===== src/rtl/seq_detect_param.sv =====
`timescale 1ns/1ps
`default_nettype none
// ============================================================================
//  Module   : seq_detect_param
//  Purpose  : Parametrised serial pattern detector with runtime-loadable
//             pattern, selectable overlapping / non-overlapping matching,
//             Mealy and Moore match outputs and a saturating match counter.
//  Ports    :
//    clk        in   system clock, rising edge
//    res        in   asynchronous active-high reset
//    en         in   sample enable, INP is consumed only when en=1
//    INP        in   serial data bit (pattern MSB arrives first)
//    overlap    in   1 = overlapping matches, 0 = history cleared on match
//    pat_load   in   load pat_in as the new pattern on the next edge
//    pat_in     in   [PAT_W-1:0] new pattern value
//    cnt_clr    in   synchronous clear of match_cnt (wins over a match)
//    OUT_MEALY  out  combinational match for the current INP
//    OUT_MOORE  out  registered match, one cycle after OUT_MEALY
//    match_cnt  out  [CNT_W-1:0] saturating match count
//    cnt_sat    out  high while match_cnt is all ones
//  Revision : 1.0  initial release
// ============================================================================
module seq_detect_param #(
  parameter int               PAT_W   = 4,
  parameter logic [PAT_W-1:0] PATTERN = 4'b0001,
  parameter int               CNT_W   = 8
) (
  input  logic             clk,
  input  logic             res,
  input  logic             en,
  input  logic             INP,
  input  logic             overlap,
  input  logic             pat_load,
  input  logic [PAT_W-1:0] pat_in,
  input  logic             cnt_clr,
  output logic             OUT_MEALY,
  output logic             OUT_MOORE,
  output logic [CNT_W-1:0] match_cnt,
  output logic             cnt_sat
);

  // fill counts valid history bits and tops out at PAT_W-1, so
  // clog2(PAT_W) bits are always enough (PAT_W=2 -> 1 bit, 16 -> 4 bits).
  localparam int               FILL_W   = $clog2(PAT_W);
  localparam logic [FILL_W-1:0] FILL_MAX = FILL_W'(PAT_W - 1);

  logic [PAT_W-1:0]  pat_q,   pat_d;
  logic [PAT_W-2:0]  hist_q,  hist_d;
  logic [FILL_W-1:0] fill_q,  fill_d;
  logic              moore_q, moore_d;
  logic [CNT_W-1:0]  cnt_q,   cnt_d;

  // Full candidate window: stored history plus the bit on the wire now.
  // Its low PAT_W-1 bits are also the shifted history, which keeps the
  // PAT_W=2 case free of a zero-width slice.
  logic [PAT_W-1:0]  w_window;
  logic              w_match_now;
  logic              w_cnt_full;

  assign w_window    = {hist_q, INP};
  assign w_match_now = en & ~pat_load & (fill_q == FILL_MAX) & (w_window == pat_q);
  assign w_cnt_full  = &cnt_q;

  // --------------------------------------------------------------------------
  // Next-state logic
  // --------------------------------------------------------------------------
  always_comb begin
    pat_d   = pat_q;
    hist_d  = hist_q;
    fill_d  = fill_q;
    // w_match_now is already forced low by pat_load and en=0, so the Moore
    // output clears on those edges without extra terms.
    moore_d = w_match_now;

    if (pat_load) begin
      pat_d  = pat_in;
      hist_d = '0;
      fill_d = '0;
    end else if (en) begin
      if (w_match_now && !overlap) begin
        // Non-overlapping: the next match needs PAT_W fresh bits.
        hist_d = '0;
        fill_d = '0;
      end else begin
        hist_d = w_window[PAT_W-2:0];
        if (fill_q != FILL_MAX) begin
          fill_d = fill_q + FILL_W'(1);
        end
      end
    end
  end

  always_comb begin
    cnt_d = cnt_q;
    if (cnt_clr) begin
      cnt_d = '0;
    end else if (w_match_now && !w_cnt_full) begin
      cnt_d = cnt_q + CNT_W'(1);
    end
  end

  // --------------------------------------------------------------------------
  // State registers
  // --------------------------------------------------------------------------
  always_ff @(posedge clk or posedge res) begin
    if (res) begin
      pat_q   <= PATTERN;
      hist_q  <= '0;
      fill_q  <= '0;
      moore_q <= 1'b0;
      cnt_q   <= '0;
    end else begin
      pat_q   <= pat_d;
      hist_q  <= hist_d;
      fill_q  <= fill_d;
      moore_q <= moore_d;
      cnt_q   <= cnt_d;
    end
  end

  // --------------------------------------------------------------------------
  // Outputs
  // --------------------------------------------------------------------------
  assign OUT_MEALY = w_match_now;
  assign OUT_MOORE = moore_q;
  assign match_cnt = cnt_q;
  assign cnt_sat   = w_cnt_full;

endmodule
`default_nettype wire


===== config.mk =====
export PLATFORM = sky130hd
export DESIGN_NAME = seq_detect_param
export DESIGN_NICKNAME = d
export VERILOG_FILES = /design/src/rtl/seq_detect_param.sv
export SDC_FILE = /design/constraint.sdc
export NUM_CORES = 1
export LEC_CHECK = 0
export CAP_MARGIN = 0
export CORE_ASPECT_RATIO = 1.25
export CORE_MARGIN = 2
export CORE_UTILIZATION = 43
export DETAILED_ROUTE_END_ITERATION = 8
export PLACE_DENSITY = 0.7
export SYNTH_ARGS = -nofsm -noshare
export SYNTH_HDL_FRONTEND = slang
export SYNTH_SLANG_ARGS = --single-unit

===== constraint.sdc =====
create_clock -name clk -period 1.9 [get_ports clk]
set_clock_uncertainty 0.2 [all_clocks]
set_input_delay 0.19 -clock clk [delete_from_list [all_inputs] [get_ports clk]]
set_output_delay 0.19 -clock clk [all_outputs]
set_load 0.005 [all_outputs]

* Yosys cells after proc, flatten, opt, wreduce, memory -nomap -nowiden
Cells that the tools add are included.
** Cells by class
- Add/sub/neg operators :: 2
- Multipliers :: 0
- Div/mod/pow operators :: 0
- Order comparisons :: 0
- Equal/unequal tests :: 3
- Shift operators :: 0
- Muxes and demuxes :: 9
- Bitwise gates (word level) :: 4
- Reduce and logical (&&, ||, !) cells :: 9
** Operators by type and width (number)
- 8-bit 2-to-1 mux :: 2
- 3-bit 2-to-1 mux :: 3
- 8-bit by 1-bit adder with 8-bit output, second input constant :: 1
- 2-bit 2-to-1 mux :: 4
- 8-bit AND reduction :: 1
- 4-bit == test :: 1
- 2-bit nonzero test :: 2
- 1-bit bitwise AND :: 3
- 3-bit nonzero test :: 1
- 2-bit by 1-bit adder with 2-bit output, second input constant :: 1
- 2-bit == test, second input constant :: 1
- 1-bit logical AND :: 2
- 1-bit logical NOT :: 2
- 2-bit inequality test, second input constant :: 1
- 2-bit AND reduction :: 1
- 1-bit NOT :: 1
** Word-level totals
- Flip-flop bits (word level) :: 18
- Latch bits :: 0
- Memory bits (writable) :: 0
- Memory bits (read-only) :: 0
- Output and inout port bits :: 11
- Logic and storage cells :: 32
- Memories :: 0

* Logic depth before layout (Yosys ltp)
Gate-level depths: netlist of the first run.
- Depth in word-level cells :: 8
- Gate-level depth with buffers :: 6

* Worst setup path before layout of the first run
No wires, ideal clock.
- Path kind :: flip-flop to flip-flop
- From :: reg fill_q[0]
- To :: reg cnt_q[1] (netlist: match_cnt[1])
- Arrival time :: 1.399 ns
- Path slack :: 0.173 ns
- Stages on the path, launching flop included :: 7
- Period minus slack after synthesis :: 1.727 ns
- Cell sequence :: dfrtp_1 > ha_1 > and3b_1 > nand4_4 > nor3_2 > mux2i_1 > nor2_1
** Between the ends
- Longest elaborated chain between the ends :: 5
** Ends and longest elaborated chain
- from (decl) :: RTL line 49 : logic [FILL_W-1:0] fill_q, fill_d;
- from (signal assigned) :: RTL line 115 : fill_q <= fill_d;
- 2-bit == test :: RTL line 61 : assign w_match_now = en & ~pat_load & (fill_q == FILL_MAX) & (w_window == pat_q);
- 1-bit bitwise AND (2 in a row) :: RTL line 61
- 1-bit logical AND :: RTL line 97 : end else if (w_match_now && !w_cnt_full) begin
- 2-bit nonzero test (no line)
- to (signal assigned) :: RTL line 117 : cnt_q <= cnt_d;
- to (decl) :: RTL line 51 : logic [CNT_W-1:0] cnt_q, cnt_d;
Every way passes these cells.
A chain may end at the register's enable or synchronous reset.

* Worst setup path in the final report of the first run
- From :: reg fill_q[1]
- To :: reg cnt_q[1] (netlist: match_cnt[1])
Same word-level chain as after synthesis.

==> results of run 1 <==
-- cell usage in the layout (no fill, tap or decap), types with 3 or more instances in the layout --
cell type / n
clkdlybuf4s50_1: 19
dfrtp_1: 16
buf_4: 14
xnor2_1: 7
nor2_1: 7
nand2b_1: 7
a21oi_1: 5
mux2_2: 4
nor3_2: 3
mux2i_1: 3
nand3b_1: 3
clkbuf_4: 3
-- routing by layer --
metal / up-vias / part of all wire / track usage
li1: 388 / - / -
met1: 379 / 0.40 / 0.197
met2: 20 / 0.55 / 0.297
met3: 2 / 0.040 / 0.0222
met4: 0 / 0.0062 / 0.0873
met5: - / 0 / 0
-- through the flow --
stage / cell area [um^2] / setup TNS [ns] / power (mW)
after floorplan: 986 / 0 / 0.477
after global placement: 1310 / -0.858 / 0.513
after detailed placement: 1310 / -1.09 / 0.517
after CTS: 1380 / 0 / 0.720
after global routing: 1400 / -0.120 / 0.751
final: 1400 / 0 / 0.710
-- worst reg2reg max path, stage by stage, from the launching register on --
cell and delay [ns]:
dfrtp_1 0.37, ha_2 0.18, and3b_2 0.21, nand4_4 0.12, buf_6 0.18, nor3_4 0.22
mux2i_1 0.20, nor2_1 0.06
-- layout make-up --
| class | instances | area (um^2) |
|---|---|---|
| Sequential cell | 18 | 453 |
| Tap cell | 31 | 38.8 |
| Inverter | 2 | 7.51 |
| Fill cell | 197 | 792 |
| Multi-Input combinational cell | 65 | 549 |
| Timing Repair Buffer | 36 | 320 |
| Clock buffer | 4 | 26.3 |
-- cells by family (layout without fill, tap and decap cells) --
kind of cell,Yosys count,count (layout),share of synthesized area
AO/OA/AOI/OAI,13,13,0.0863
XOR/XNOR,8,8,0.0787
adder cells (fa/ha/maj),2,2,0.0254
buffers and inverters,5,42,0.0228
flip-flops,18,18,0.458
multiplexers,7,7,0.0761
AND/OR/NAND/NOR,35,35,0.253
-- sequential cells by signal (all words and copies together) (netlist names) --
signal / cells
match_cnt: 8
pat_q: 4
OUT_MOORE: 1
fill_q: 2
hist_q: 3
-- timing repair --
action | in CTS | in global routing
endpoints found under the setup margin | 5 | 9
resized for setup | 8 | 5
setup buffers | 3 | 0
pin swaps | 3 | 1
-- how the worst max path moves through the flow --
stage            startpoint            to  slack, ns  depth (start not counted)
3_5_place_dp            INP     fill_q[1]      -0.15                          7
4_1_cts        match_cnt[0]  match_cnt[1]       0.02                          8
3_3_place_gp            INP     fill_q[1]      -0.13                          7
2_1_floorplan     fill_q[0]  match_cnt[1]       0.17                          6
6_report          fill_q[1]  match_cnt[1]       0.05                          7
5_1_grt           fill_q[1]  match_cnt[1]      -0.05                          7
-- power by group through the flow --
| stage | clock network [mW] | logic [mW] | registers [mW] |
|---|---|---|---|
| 3_5_place_dp | 0 | 0.0999 | 0.417 |
| 6_report | 0.192 | 0.105 | 0.412 |
| 4_1_cts | 0.202 | 0.106 | 0.412 |
| 5_1_grt | 0.222 | 0.116 | 0.414 |
| 2_1_floorplan | 0 | 0.0614 | 0.416 |
| 3_3_place_gp | 0 | 0.0963 | 0.417 |
==> run_results.csv, run 1 <==
group,metric,value,unit
outcome,status,"finished, final reports clean",
routing,drtIter0Drc,21,
synth,syn_inst,88,
routing,drcViolationCount,0,
worst_setup_path,slowest_stage,"dfrtp_1",
placed_design,dp_hpwl,1520,um
finish,final_util,0.638,
sta,fmax,0.541,GHz
placed_design,port_buffers,21,
worst_setup_path,crit_path_max_fanout,6,
clock_tree,clock_latency,0.28,ns
worst_setup_path,rr_startpoint,"fill_q[1]",
clock_tree,clk_path_buf_depth,2,
power_and_ir_drop,swShare,0.244,
synth,synth.cells.most_frequent,"17 x dfrtp_1, 7 x nand2b_1, 7 x nor2_1, 7 x xnor2_1, 5 x a21oi_1",
global_route,grt_pass1_wl,3440,um
power_and_ir_drop,p_sw,173,uW
clock_tree,clock_tree.root_cell,"clkbuf_4",
sta,period_share,0.973,
worst_setup_path,end_kind,"flip-flop",
routing,drtPass1Iterations,4,
power_and_ir_drop,p_clk_frac,0.271,
sta,min_period,1.85,ns
global_route,grt_pass1_vias,853,
synth,syn_area,986,um^2
worst_setup_path,cpLargestDelayFamily,"simple AND/OR/NAND/NOR gates",
sta,rsz0062_at_grt,"yes",
synth,synth_top_area_share,0.431,
hold_path,hold_class,"in -> async",
worst_setup_path,crit_required,1.86,ns
worst_setup_path,r2r_end,"match_cnt[1]",
routing,vias_per_cell,5.06,
clock_tree,cts_tree,"built",
flow_run,drv_cap,0,
clock_tree,path_clk_slew,0.10,ns
floorplanning,die_w,46.8,um
synth,yosys_warnings,0,
synth,synth_seq_cells,18,
sta,finalSetupViolCount,0,
synth,syn_avg_cell_area,11.2,um^2
synth,ys.flop_type,"dfrtp_1",
synth,netlist-cell-type-count,33,
power_and_ir_drop,peakVddDrop,344,uV
power_and_ir_drop,p_per_area,509,nW/um^2
power_and_ir_drop,power_frac_seq,0.580,
floorplanning,rows,19,
routing,drt_wl_total,1940,um
global_route,grt_antenna_before_repair,0,
global_route,grt-ovfl-total,0,
worst_setup_path,r2r_slack,0.05,ns
power_and_ir_drop,p_int,536,uW
clock_tree,htreeDepth,1,
clock_tree,ctsHoldBuffers,0,
sta,slew_headroom,0.724,
sta,drv_slew,0,
routing,num_vias,789,
placed_design,place.gp.congestion,0.850,
worst_setup_path,crit_arrival,1.81,ns
placed_design,placedCellCount,149,
floorplanning,ios,22,
finish,fin_nets,139,
finish,fin_cells,156,
worst_setup_path,path_cells,"ha_2, and3b_2, nand4_4, buf_6, nor3_4, mux2i_1, nor2_1",
power_and_ir_drop,comb_power_share,0.149,
worst_setup_path,max_stage_delay,0.37,ns
finish,diodes,0,
sta,worstMarginPinSlew,0.414,ns
sta,setup_ws,0.0509,ns
synth,ys_seq_area_frac,0.458,
synth,synth.most_common_cell,"dfrtp_1",
worst_setup_path,crit_type,"reg -> reg",
finish,drive_above_1_share,0.296,
synth,yosys-top-cells-area,"dfrtp_1 43%, xnor2_1 6.2%, mux2_2 4.6%",
worst_setup_path,worst_setup_path_start_kind,"flip-flop",
global_route,grt_max_degree,19,
synth,synth_nets,101,
power_and_ir_drop,leakagePower,0.563,nW
global_route,groute.usage.overall,0.172,
synth,synth-edff-count,0,
clock_tree,clock-sinks,18,
placed_design,preCtsSetupSlack,-0.146,ns
routing,wl_per_cell,12.4,um
synth,synth_top_area_cell,"dfrtp_1",
synth,ys_async_sr_fraction,1.00,
floorplanning,die_area,2690,um^2
floorplanning,die_height,57.5,um
worst_setup_path,critPathBufInv,1,
sta,hold_ws,0.0128,ns
routing,ant_nets,0,
floorplanning,core-area,2190,um^2
floorplanning,start_util,0.451,
sta,timing.final.hold_violations,0,
finish,syn2layout_area_growth,41.5,%
clock_tree,cts_buffers,3,
worst_setup_path,rr_worst_depth,7,
Note: power is estimated with default switching activity, not from simulation.
==> run 2: changes to the inputs <==
Settings changed: REMOVE_ABC_BUFFERS from default to 1.
==> run 2 against run 1 <==
  * Core utilization grew 0.97 points
  * Maximum frequency shrank 0.21%
  * Hold slack lost 0.012 ns
  * Cell area grew 1.5%
  * Critical path depth is the same
  * Non-clock buffer count grew 1
  * Die area is the same
  * Wire length grew 2.6%
  * Sequential share of layout area shrank 0.58 points
  * Final cell count grew 0.64%
  * Combinational power grew 4%
  * Worst setup slack lost 0.0040 ns
  * Critical path type unchanged
  * Critical endpoint unchanged
==> run_results.csv, run 2 (synthesized netlist as in run 1, its figures left out) <==
group,metric,value,unit
outcome,status,"finished, final reports clean",
power_and_ir_drop,swShare,0.249,
sta,slew_headroom,0.715,
finish,layout_common_cells,"19 x clkdlybuf4s50_1, 17 x dfrtp_1, 15 x buf_4, 7 x nor2_1, 7 x nand2b_1",
placed_design,dp_hpwl,1490,um
finish,final_util,0.648,
placed_design,placedCellCount,149,
sta,drv_slew,0,
worst_setup_path,r2r_end,"match_cnt[1]",
sta,min_period,1.85,ns
floorplanning,rows,19,
finish,drive_above_1_share,0.310,
sta,rsz0062_at_grt,"yes",
power_and_ir_drop,p_per_area,540,nW/um^2
sta,hold_ws,0.00103,ns
routing,drtIter0Drc,5,
worst_setup_path,rr_worst_depth,7,
worst_setup_path,end_kind,"flip-flop",
global_route,grt_max_degree,19,
clock_tree,cts_tree,"built",
floorplanning,die_area,2690,um^2
finish,fin_area,1420,um^2
finish,largest_reg_flops,8,
worst_setup_path,crit_arrival,1.83,ns
clock_tree,path_clk_slew,0.11,ns
finish,final_common_cell,"clkdlybuf4s50_1",
worst_setup_path,crit_path_max_fanout,6,
clock_tree,htreeDepth,1,
worst_setup_path,crit_required,1.88,ns
worst_setup_path,worst_setup_path_start_kind,"flip-flop",
worst_setup_path,r2r_slack,0.05,ns
finish,fin_nets,140,
clock_tree,clk_path_buf_depth,2,
power_and_ir_drop,fin_total_pwr,764,uW
placed_design,port_buffers,21,
floorplanning,ios,22,
power_and_ir_drop,leakagePower,0.577,nW
sta,worstMarginPinSlew,0.426,ns
power_and_ir_drop,power_frac_seq,0.540,
floorplanning,die_height,57.5,um
routing,ant_nets,0,
finish,num-fill-cells,198,
sta,timing.final.hold_violations,0,
power_and_ir_drop,comb_power_share,0.142,
power_and_ir_drop,peakVddDrop,449,uV
global_route,grt_pass1_vias,816,
sta,tns,0,ns
sta,finalSetupViolCount,0,
worst_setup_path,rr_startpoint,"fill_q[1]",
clock_tree,cts_buffers,3,
power_and_ir_drop,p_int,574,uW
sta,setup_ws,0.0469,ns
floorplanning,core-area,2190,um^2
global_route,grt_antenna_before_repair,0,
finish,syn2layout_area_growth,43.7,%
floorplanning,die_w,46.8,um
routing,vias_per_cell,5.10,
finish,fin_cells,157,
routing,drcViolationCount,0,
global_route,groute.usage.overall,0.176,
global_route,grt_pass1_wl,3470,um
sta,period_share,0.975,
clock_tree,clock_tree.root_cell,"clkbuf_4",
hold_path,hold_class,"in -> async",
floorplanning,start_util,0.451,
routing,num_vias,800,
placed_design,preCtsSetupSlack,-0.164,ns
routing,wl_per_cell,12.7,um
clock_tree,clock-sinks,18,
placed_design,place_area,1310,um^2
sta,fmax,0.540,GHz
placed_design,place.gp.congestion,0.918,
finish,diodes,0,
routing,drt_wl_total,1990,um
routing,drtPass1Iterations,4,
flow_run,drv_cap,0,
power_and_ir_drop,p_sw,190,uW
power_and_ir_drop,p_clk_frac,0.318,
clock_tree,clock_latency,0.30,ns
worst_setup_path,crit_type,"reg -> reg",
global_route,grt-ovfl-total,0,
## run 2: cell count changes in the layout (fill, tap and decap cells not counted), sizes merged
cell,previous run,this run
clkbuf,5,4
buf,15,17
## run 2: final cells by class
type                            count  area, um^2  share of cell area
Multi-Input combinational cell     65         554               0.391
Sequential cell                    18         452               0.319
Timing Repair Buffer               37         328               0.231
Tap cell                           31        38.8              0.0274
Clock buffer                        4        36.3              0.0256
Inverter                            2        7.51             0.00530
## run 2: timing repair
action / in CTS / in global routing
resized for setup: 9 / 5
pin swaps: 3 / 4
setup endpoints to repair: 7 / 11
hold buffers: 0 / 0
hold endpoints to repair: 0 / 0
setup buffers: 4 / 0
## run 2: routing by layer
metal	track usage	vias up	wire length, um
met5	0	-	0
met4	0.0635	0	21
met3	0.0222	4	68
met2	0.303	21	1070
met1	0.217	383	828
li1	-	392	-
## run 2: worst max-delay path, cell delays in order (launching register included)
cell	delay [ns]
dfrtp_1	0.38
ha_2	0.18
and3b_2	0.21
nand4_4	0.11
buf_6	0.18
nor3_4	0.22
mux2i_1	0.21
nor2_1	0.06
## run 2: power by group through the flow
stage | Sequential (mW) | Combinational [mW] | Clock, mW
6_report | 0.412 | 0.109 | 0.243
5_1_grt | 0.415 | 0.119 | 0.267
4_1_cts | 0.413 | 0.108 | 0.252
3_5_place_dp | 0.417 | 0.0999 | 0
3_3_place_gp | 0.417 | 0.0969 | 0
2_1_floorplan | 0.416 | 0.0539 | 0
## run 2: worst max-delay path by stage
stage | endpoint | depth (start not counted) | slack (ns) | startpoint
after global routing | match_cnt[1] | 7 | -0.02 | fill_q[0]
final | match_cnt[1] | 7 | 0.05 | fill_q[1]
after detailed placement | fill_q[1] | 7 | -0.16 | INP
after global placement | fill_q[1] | 7 | -0.12 | INP
after CTS | OUT_MEALY | 5 | -0.02 | fill_q[1]
after floorplan | match_cnt[1] | 6 | 0.18 | fill_q[0]
==> run 3: changes to the inputs <==
Settings changed: CORE_ASPECT_RATIO 1.25 to default.
==> run 3 against run 2 <==
  * Sequential cell count did not move
  * Count of clock-buffer cells in the layout unchanged
  * Combinational power barely moved
  * Largest cell class unchanged
  * Largest power group unchanged
==> run_results.csv, run 3 (synthesized netlist as in run 1, its figures left out) <==
group,metric,value,unit
floorplanning,die_area,2690,um^2
placed_design,place.gp.congestion,0.845,
hold_path,hold_class,"in -> async",
power_and_ir_drop,p_per_area,511,nW/um^2
finish,fin_cells,156,
finish,diodes,0,
clock_tree,cts_tree,"built",
worst_setup_path,crit_required,1.51,ns
global_route,grt_pass1_wl,3330,um
floorplanning,start_util,0.450,
sta,finalSetupViolCount,0,
power_and_ir_drop,comb_power_share,0.154,
outcome,status,"finished, final reports clean",
clock_tree,clock-sinks,18,
placed_design,dp_hpwl,1510,um
finish,layout_common_cells,"19 x clkdlybuf4s50_1, 17 x dfrtp_1, 17 x buf_4",
global_route,grt_antenna_before_repair,0,
routing,ant_nets,0,
global_route,grt_max_degree,19,
finish,num-fill-cells,181,
routing,drt_wl_total,2010,um
placed_design,port_buffers,21,
sta,timing.final.hold_violations,0,
sta,setup_ws,0.0931,ns
sta,period_share,0.951,
clock_tree,path_clk_slew,0.10,ns
routing,drtPass1Iterations,4,
finish,fin_nets,142,
sta,tns,0,ns
power_and_ir_drop,fin_total_pwr,729,uW
finish,final_common_cell,"clkdlybuf4s50_1",
clock_tree,ctsHoldBuffers,0,
floorplanning,die_height,51.9,um
placed_design,placedCellCount,149,
routing,wl_per_cell,12.9,um
clock_tree,htreeDepth,1,
power_and_ir_drop,peakVddDrop,334,uV
power_and_ir_drop,power_frac_seq,0.567,
routing,drtIter0Drc,22,
power_and_ir_drop,p_clk_frac,0.279,
clock_tree,cts_buffers,3,
sta,slew_headroom,0.710,
routing,num_vias,804,
global_route,groute.usage.overall,0.174,
routing,vias_per_cell,5.15,
power_and_ir_drop,p_int,541,uW
placed_design,preCtsSetupSlack,-0.148,ns
sta,min_period,1.81,ns
power_and_ir_drop,swShare,0.258,
sta,hold_ws,0.000824,ns
flow_run,drv_cap,0,
worst_setup_path,worst_setup_path_start_kind,"flip-flop",
global_route,grt_pass1_vias,784,
worst_setup_path,end_kind,"output port",
finish,syn2layout_area_growth,44.7,%
floorplanning,die_w,51.9,um
finish,largest_reg_flops,8,
worst_setup_path,crit_arrival,1.42,ns
power_and_ir_drop,p_sw,188,uW
clock_tree,clock_tree.root_cell,"clkbuf_4",
sta,fmax,0.553,GHz
floorplanning,ios,22,
sta,rsz0062_at_grt,"no",
floorplanning,core-area,2190,um^2
power_and_ir_drop,leakagePower,0.580,nW
worst_setup_path,crit_path_max_fanout,3,
global_route,grt-ovfl-total,0,
clock_tree,clock_latency,0.29,ns
sta,worstMarginPinSlew,0.434,ns
worst_setup_path,crit_type,"reg -> out",
clock_tree,clk_path_buf_depth,2,
sta,drv_slew,0,
floorplanning,rows,17,
finish,drive_above_1_share,0.297,
routing,drcViolationCount,0,
[run 3: power by group through the flow]
| stage | clock, mW | combinational, mW | sequential (mW) |
|---|---|---|---|
| CTS | 0.212 | 0.107 | 0.412 |
| finish | 0.204 | 0.112 | 0.413 |
| global placement | 0 | 0.0957 | 0.417 |
| global route | 0.235 | 0.123 | 0.415 |
| floorplan | 0 | 0.0539 | 0.416 |
| detailed placement | 0 | 0.0986 | 0.418 |
[run 3: worst paths after layout]
kind / from / end / slack (ns) / depth (start not counted)
worst max-delay path: fill_q[1] / OUT_MEALY / 0.09 / 5
worst min-delay path: res / match_cnt[6] / 0.0008 / 3
worst max register to register: fill_q[1] / fill_q[1] / 0.09 / 7
worst min register to register: pat_q[3] / pat_q[3] / 0.34 / 1
max in group asynchronous: res / pat_q[0] / 1.24 / 3
min in group clk: pat_in[3] / pat_q[3] / 0.30 / 2
[run 3: repair_timing]
| action | 4_1_cts | 5_1_grt |
|---|---|---|
| endpoints found under the hold margin | 0 | 0 |
| resized for setup | 6 | 7 |
| endpoints found under the setup margin | 6 | 11 |
| buffers inserted | 2 | 1 |
| pin swaps | 2 | 3 |
[run 3: layer usage]
metal / track usage / vias up / part of all wire
li1: - / 396 / -
met1: 0.212 / 388 / 0.47
met2: 0.274 / 16 / 0.48
met3: 0.0259 / 4 / 0.021
met4: 0.132 / 0 / 0.032
met5: 0 / - / 0
[run 3: final cells by class]
class / count / area [um^2] / area share
inverter: 2 / 7.51 / 0.00526
clock buffer: 4 / 26.3 / 0.0184
multi-input combinational: 65 / 563 / 0.395
tap: 28 / 35.0 / 0.0246
timing repair buffer: 39 / 343 / 0.240
sequential: 18 / 452 / 0.317
[run 3: critical path, stage by stage (launching register included)]
cell and delay, ns:
dfrtp_1 0.41, ha_4 0.16, and3b_2 0.21, nand4_4 0.11, nor2_4 0.12, clkbuf_2 0.12
[run 3: metrics by stage]
| step | instance area (um^2) | utilization |
|---|---|---|
| detailed placement | 1330 | 0.607 |
| global placement | 1330 | 0.607 |
| floorplan | 971 | - |
| global route | 1430 | 0.651 |
| CTS | 1390 | 0.633 |
| finish | 1430 | 0.651 |
==> RTL edit 1, RTL diff (config.mk and constraints of run 2) <==
Set the parameter `CNT_W` to 10 (it was 8).
--- a/src/rtl/seq_detect_param.sv
+++ b/src/rtl/seq_detect_param.sv
@@ -25,3 +25,3 @@
   parameter logic [PAT_W-1:0] PATTERN = 4'b0001,
-  parameter int               CNT_W   = 8
+  parameter int               CNT_W   = 10
 ) (
Interface: changed (resized match_cnt); port bits go from 22 to 24. The function was not compared with the original's and may differ.
==> RTL edit 1 against run 2 <==
The run now ends with setup timing left; combinational power is 49% higher; first-iteration DRC count grew to 4.2 times the old value; core utilization is 1.7 points higher; worst setup slack worse by 0.095 ns; design area is 26% higher; total power is 8.7% higher; area after synthesis is 22% higher; routed wire length is 41% higher; critical path depth is 2 lower; sequential cell count is 2 higher; critical endpoint is now match_cnt[2].
==> RTL edit 1: results (changes against run 2) <==
* Share of layout cells above drive strength 1 at 0.374 (+0.0647)
* Largest net degree at the start of global routing at 21 (+2)
* Final WS setup at -0.0485 ns (-0.0955 ns)
* Met1 wire length at 1.15 mm (+39%)
* Worst hold slack at 0.00314 ns (+0.00211 ns)
* Fin nets at 169 (+21%)
* Failing checks: setup timing
* Setup Buffers After CTS at 5 (+1)
* Largest cells by area after synthesis: dfrtp_1 40%, mux2_1 7.5%, nor4_2 5.2%
* Final GP Congestion at 0.820 (-11%)
* Area after DPL at 1590 µm² (+22%)
* Drt wl/cell at 14.9 µm (+17%)
* First-pass GRT wire length at 4.74 mm (+37%)
* Slowest-stage cell, CP: dfstp_2
* Drt total wl at 2.81 mm (+41%)
* Post-cts sizing count at 13 (+4)
* Peak supply drop at 0.465 mV (+3.5%)
* Critical path's largest stage delay at 0.57 ns (+0.19 ns)
* Tot GR Track Use at 0.191 (+0.0144)
* Post-Place Cells at 181 (+21%)
* Diode count at 0 (unchanged)
* Multi-input logic area at 786 µm² (+42%)
* Post-synth top cells: 19 x dfrtp_1, 10 x nor2_1, 8 x mux2_1, 8 x nor2b_1, 6 x nand2b_1
* Crit-path max FO at 5 (-1)
* Max FFs per register at 10 (+2)
* HPWL Detailed at 1.82 mm (+22%)
* R2R cell count at 5 (-2)
* Synthesized area per cell at 10.9 µm² (-2.5%)
* Final non-clock buffer share at 0.232 (+0.000456)
* Port bufs at 23 (+9.5%)
* Status: complete, but fails checks
* P_int at 0.000608 W (+5.9%)
* Via Count at 1033 (+29%)
* TNS Setup at -0.179 ns (-0.179 ns)
* Slew headroom at 0.824 (+0.109)
* Met1 usage at 0.231 (+0.0143)
* Vias in the first global route at 1054 (+29%)
* Critical path endpoint: match_cnt[2]
* DR WL met3 at 63 µm (-7.4%)
* Crit path DAT at 1.95 ns (+0.12 ns)
* Detailed Route Iter0 Violations at 21 (+16)
* Setup WS pre-CTS at -0.264 ns (-0.0999 ns)
* Met2 wire len at 1.54 mm (+44%)
* LEAKAGE at 0.762 nW (+32%)
* Clock buf/inv share at 0.0148 (-0.0109)
* Met3 usage at 0.0213 (-0.000825)
* Inverters excl. clock at 3 (+1)
* Fillers at 229 (+16%)
* Largest delay share family, worst path: flip-flops
* Comb_multi_in at 82 (+26%)
* Register area share after synthesis at 0.418 (-0.0404)
* Distinct cells, synth at 37 (+12%)
* Signal buffers at 46 (+24%)
* TritonRoute pass-1 iters at 3 (-1)
* Final Cell Area at 1780 µm² (+26%)
* Worst Setup SP: pat_q[0]
* Global-route met2 utilization at 0.346 (+0.0425)
* Register area at 502 µm² (+11%)
* Final setup vio count at 6 (+6)
==> RTL edit 1: changes by cell type after synthesis, moves of 3 or more <==
cell / run 2 / this run
mux2_1: 0 / 8
nand4_1: 0 / 3
nor2_1: 7 / 10
nor2b_1: 0 / 8
nor4_2: 1 / 5
xnor2_1: 7 / 3
==> RTL edit 1: cells by family (layout without fill, tap and decap cells) <==
kind of cell,count (synthesis),in the layout,synth area share
muxes,15,15,0.142
adders and majority gates,2,2,0.0208
AOI/OAI and AO/OA,9,9,0.0594
and+or+nand+nor,52,52,0.296
xor gates and xnor gates,4,4,0.0354
DFF,20,20,0.418
buffers and inverters,8,53,0.0292
==> RTL edit 1: power groups by stage <==
stage / Sequential, W / Combinational, W / Clock, W
CTS: 0.000453 / 0.000136 / 0.000215
floorplan: 0.000459 / 0.0000608 / 0
global placement: 0.000461 / 0.000120 / 0
finish: 0.000454 / 0.000162 / 0.000215
detailed placement: 0.000461 / 0.000123 / 0
global route: 0.000455 / 0.000177 / 0.000235
==> RTL edit 2, RTL diff (flow settings as in run 2) <==
Without the edit above. The output `OUT_MOORE` loses its register stage (`moore_q` becomes a continuous assignment).
--- a/src/rtl/seq_detect_param.sv
+++ b/src/rtl/seq_detect_param.sv
@@ -109,3 +109,2 @@
       fill_q  <= '0;
-      moore_q <= 1'b0;
       cnt_q   <= '0;
@@ -115,3 +114,2 @@
       fill_q  <= fill_d;
-      moore_q <= moore_d;
       cnt_q   <= cnt_d;
@@ -119,2 +117,4 @@
   end
+
+  assign moore_q = moore_d;
 
Check against the original RTL: not equivalent (Yosys sat finds a counterexample within 4 cycles, from zero or initial values).
==> RTL edit 2 against run 2 <==
The run now ends with setup timing left; die area shrank 1.6%; design area grew 4.8%; total power shrank 7.7%; largest cell class unchanged; non-clock buffer count rose by 5; area after synthesis fell by 1.8%; sequential cell count down 1; routed wire length up 11%; worst setup slack got worse by 0.11 ns; critical path depth grew 1.
==> RTL edit 2: results (changes against run 2) <==
* LEAKAGE at 0.615 nW (+6.6%)
* Drt wl/cell at 13.7 µm (+8.2%)
* Area after DPL at 1300 µm² (-0.76%)
* Failing checks: setup timing
* Worst Tran Pin Value at 0.337 ns (-0.0891 ns)
* Synthesized area per cell at 11.0 µm² (-1.8%)
* Mux contribution to synthesized area at 0.0775 (+0.00138)
* Worst Setup SP: fill_q[0]
* TNS Setup at -0.109 ns (-0.109 ns)
* Drt total wl at 2.21 mm (+11%)
* Synth Area in Compound Gates at 0.0879 (+0.00156)
* R2R cell count at 8 (+1)
* Largest cells by area after synthesis: dfrtp_1 41%, xnor2_1 6.3%, mux2_2 4.7%
* Hold Crit Class: in2reg
* Global-route met2 utilization at 0.298 (-0.00571)
* Fin nets at 144 (+2.9%)
* Hold-fix buffers, CTS at 1 (+1)
* Largest net degree at the start of global routing at 18 (-1)
* Post-Place Cells at 150 (+0.67%)
* Vias in the first global route at 811 (-0.61%)
* Synth Area in XOR/XNOR at 0.0801 (+0.00142)
* Peak supply drop at 0.412 mV (-8.2%)
* Tot GR Track Use at 0.188 (+0.0113)
* Share of layout cells above drive strength 1 at 0.377 (+0.0674)
* Status: complete, but fails checks
* Final setup vio count at 2 (+2)
* Register area share after synthesis at 0.441 (-0.0176)
* Post-synth top cells: 16 x dfrtp_1, 7 x nand2b_1, 7 x nor2_1, 7 x xnor2_1, 5 x a21oi_1
* Final WS setup at -0.0654 ns (-0.112 ns)
* Fillers at 158 (-20%)
* Worst hold slack at 0.302 ns (+0.301 ns)
* Met1 usage at 0.240 (+0.0234)
* Detailed Route Iter0 Violations at 20 (+15)
==> RTL edit 2: changes by cell type after synthesis, sizes merged <==
cell | run 2 | this run
dfrtp | 17 | 16
buf | 2 | 3
==> RTL edit 2: cell type report <==
cell class,instances,area (µm²),share of cell area
Sequential cell,17,429,0.289
Clock buffer,3,22.5,0.0152
Tap cell,31,38.8,0.0261
Multi-Input combinational cell,65,592,0.399
Inverter,2,7.51,0.00506
Clock inverter,1,5.00,0.00337
Timing Repair Buffer,42,389,0.262
==> RTL edit 2: routing by layer <==
| metal | part of all wire | vias up | routed length, µm |
|---|---|---|---|
| met3 | 0.044 | 2 | 97 |
| met1 | 0.41 | 416 | 909 |
| met2 | 0.54 | 23 | 1190 |
| met5 | 0 | - | 0 |
| met4 | 0.0036 | 0 | 8 |
| li1 | - | 396 | - |
==> RTL edit 2: report_power, final <==
group	internal, W	switching [W]
Clock	0.0000782	0.000118
Combinational	0.0000633	0.0000561
Sequential	0.000378	0.0000123
Total	0.000519	0.000186
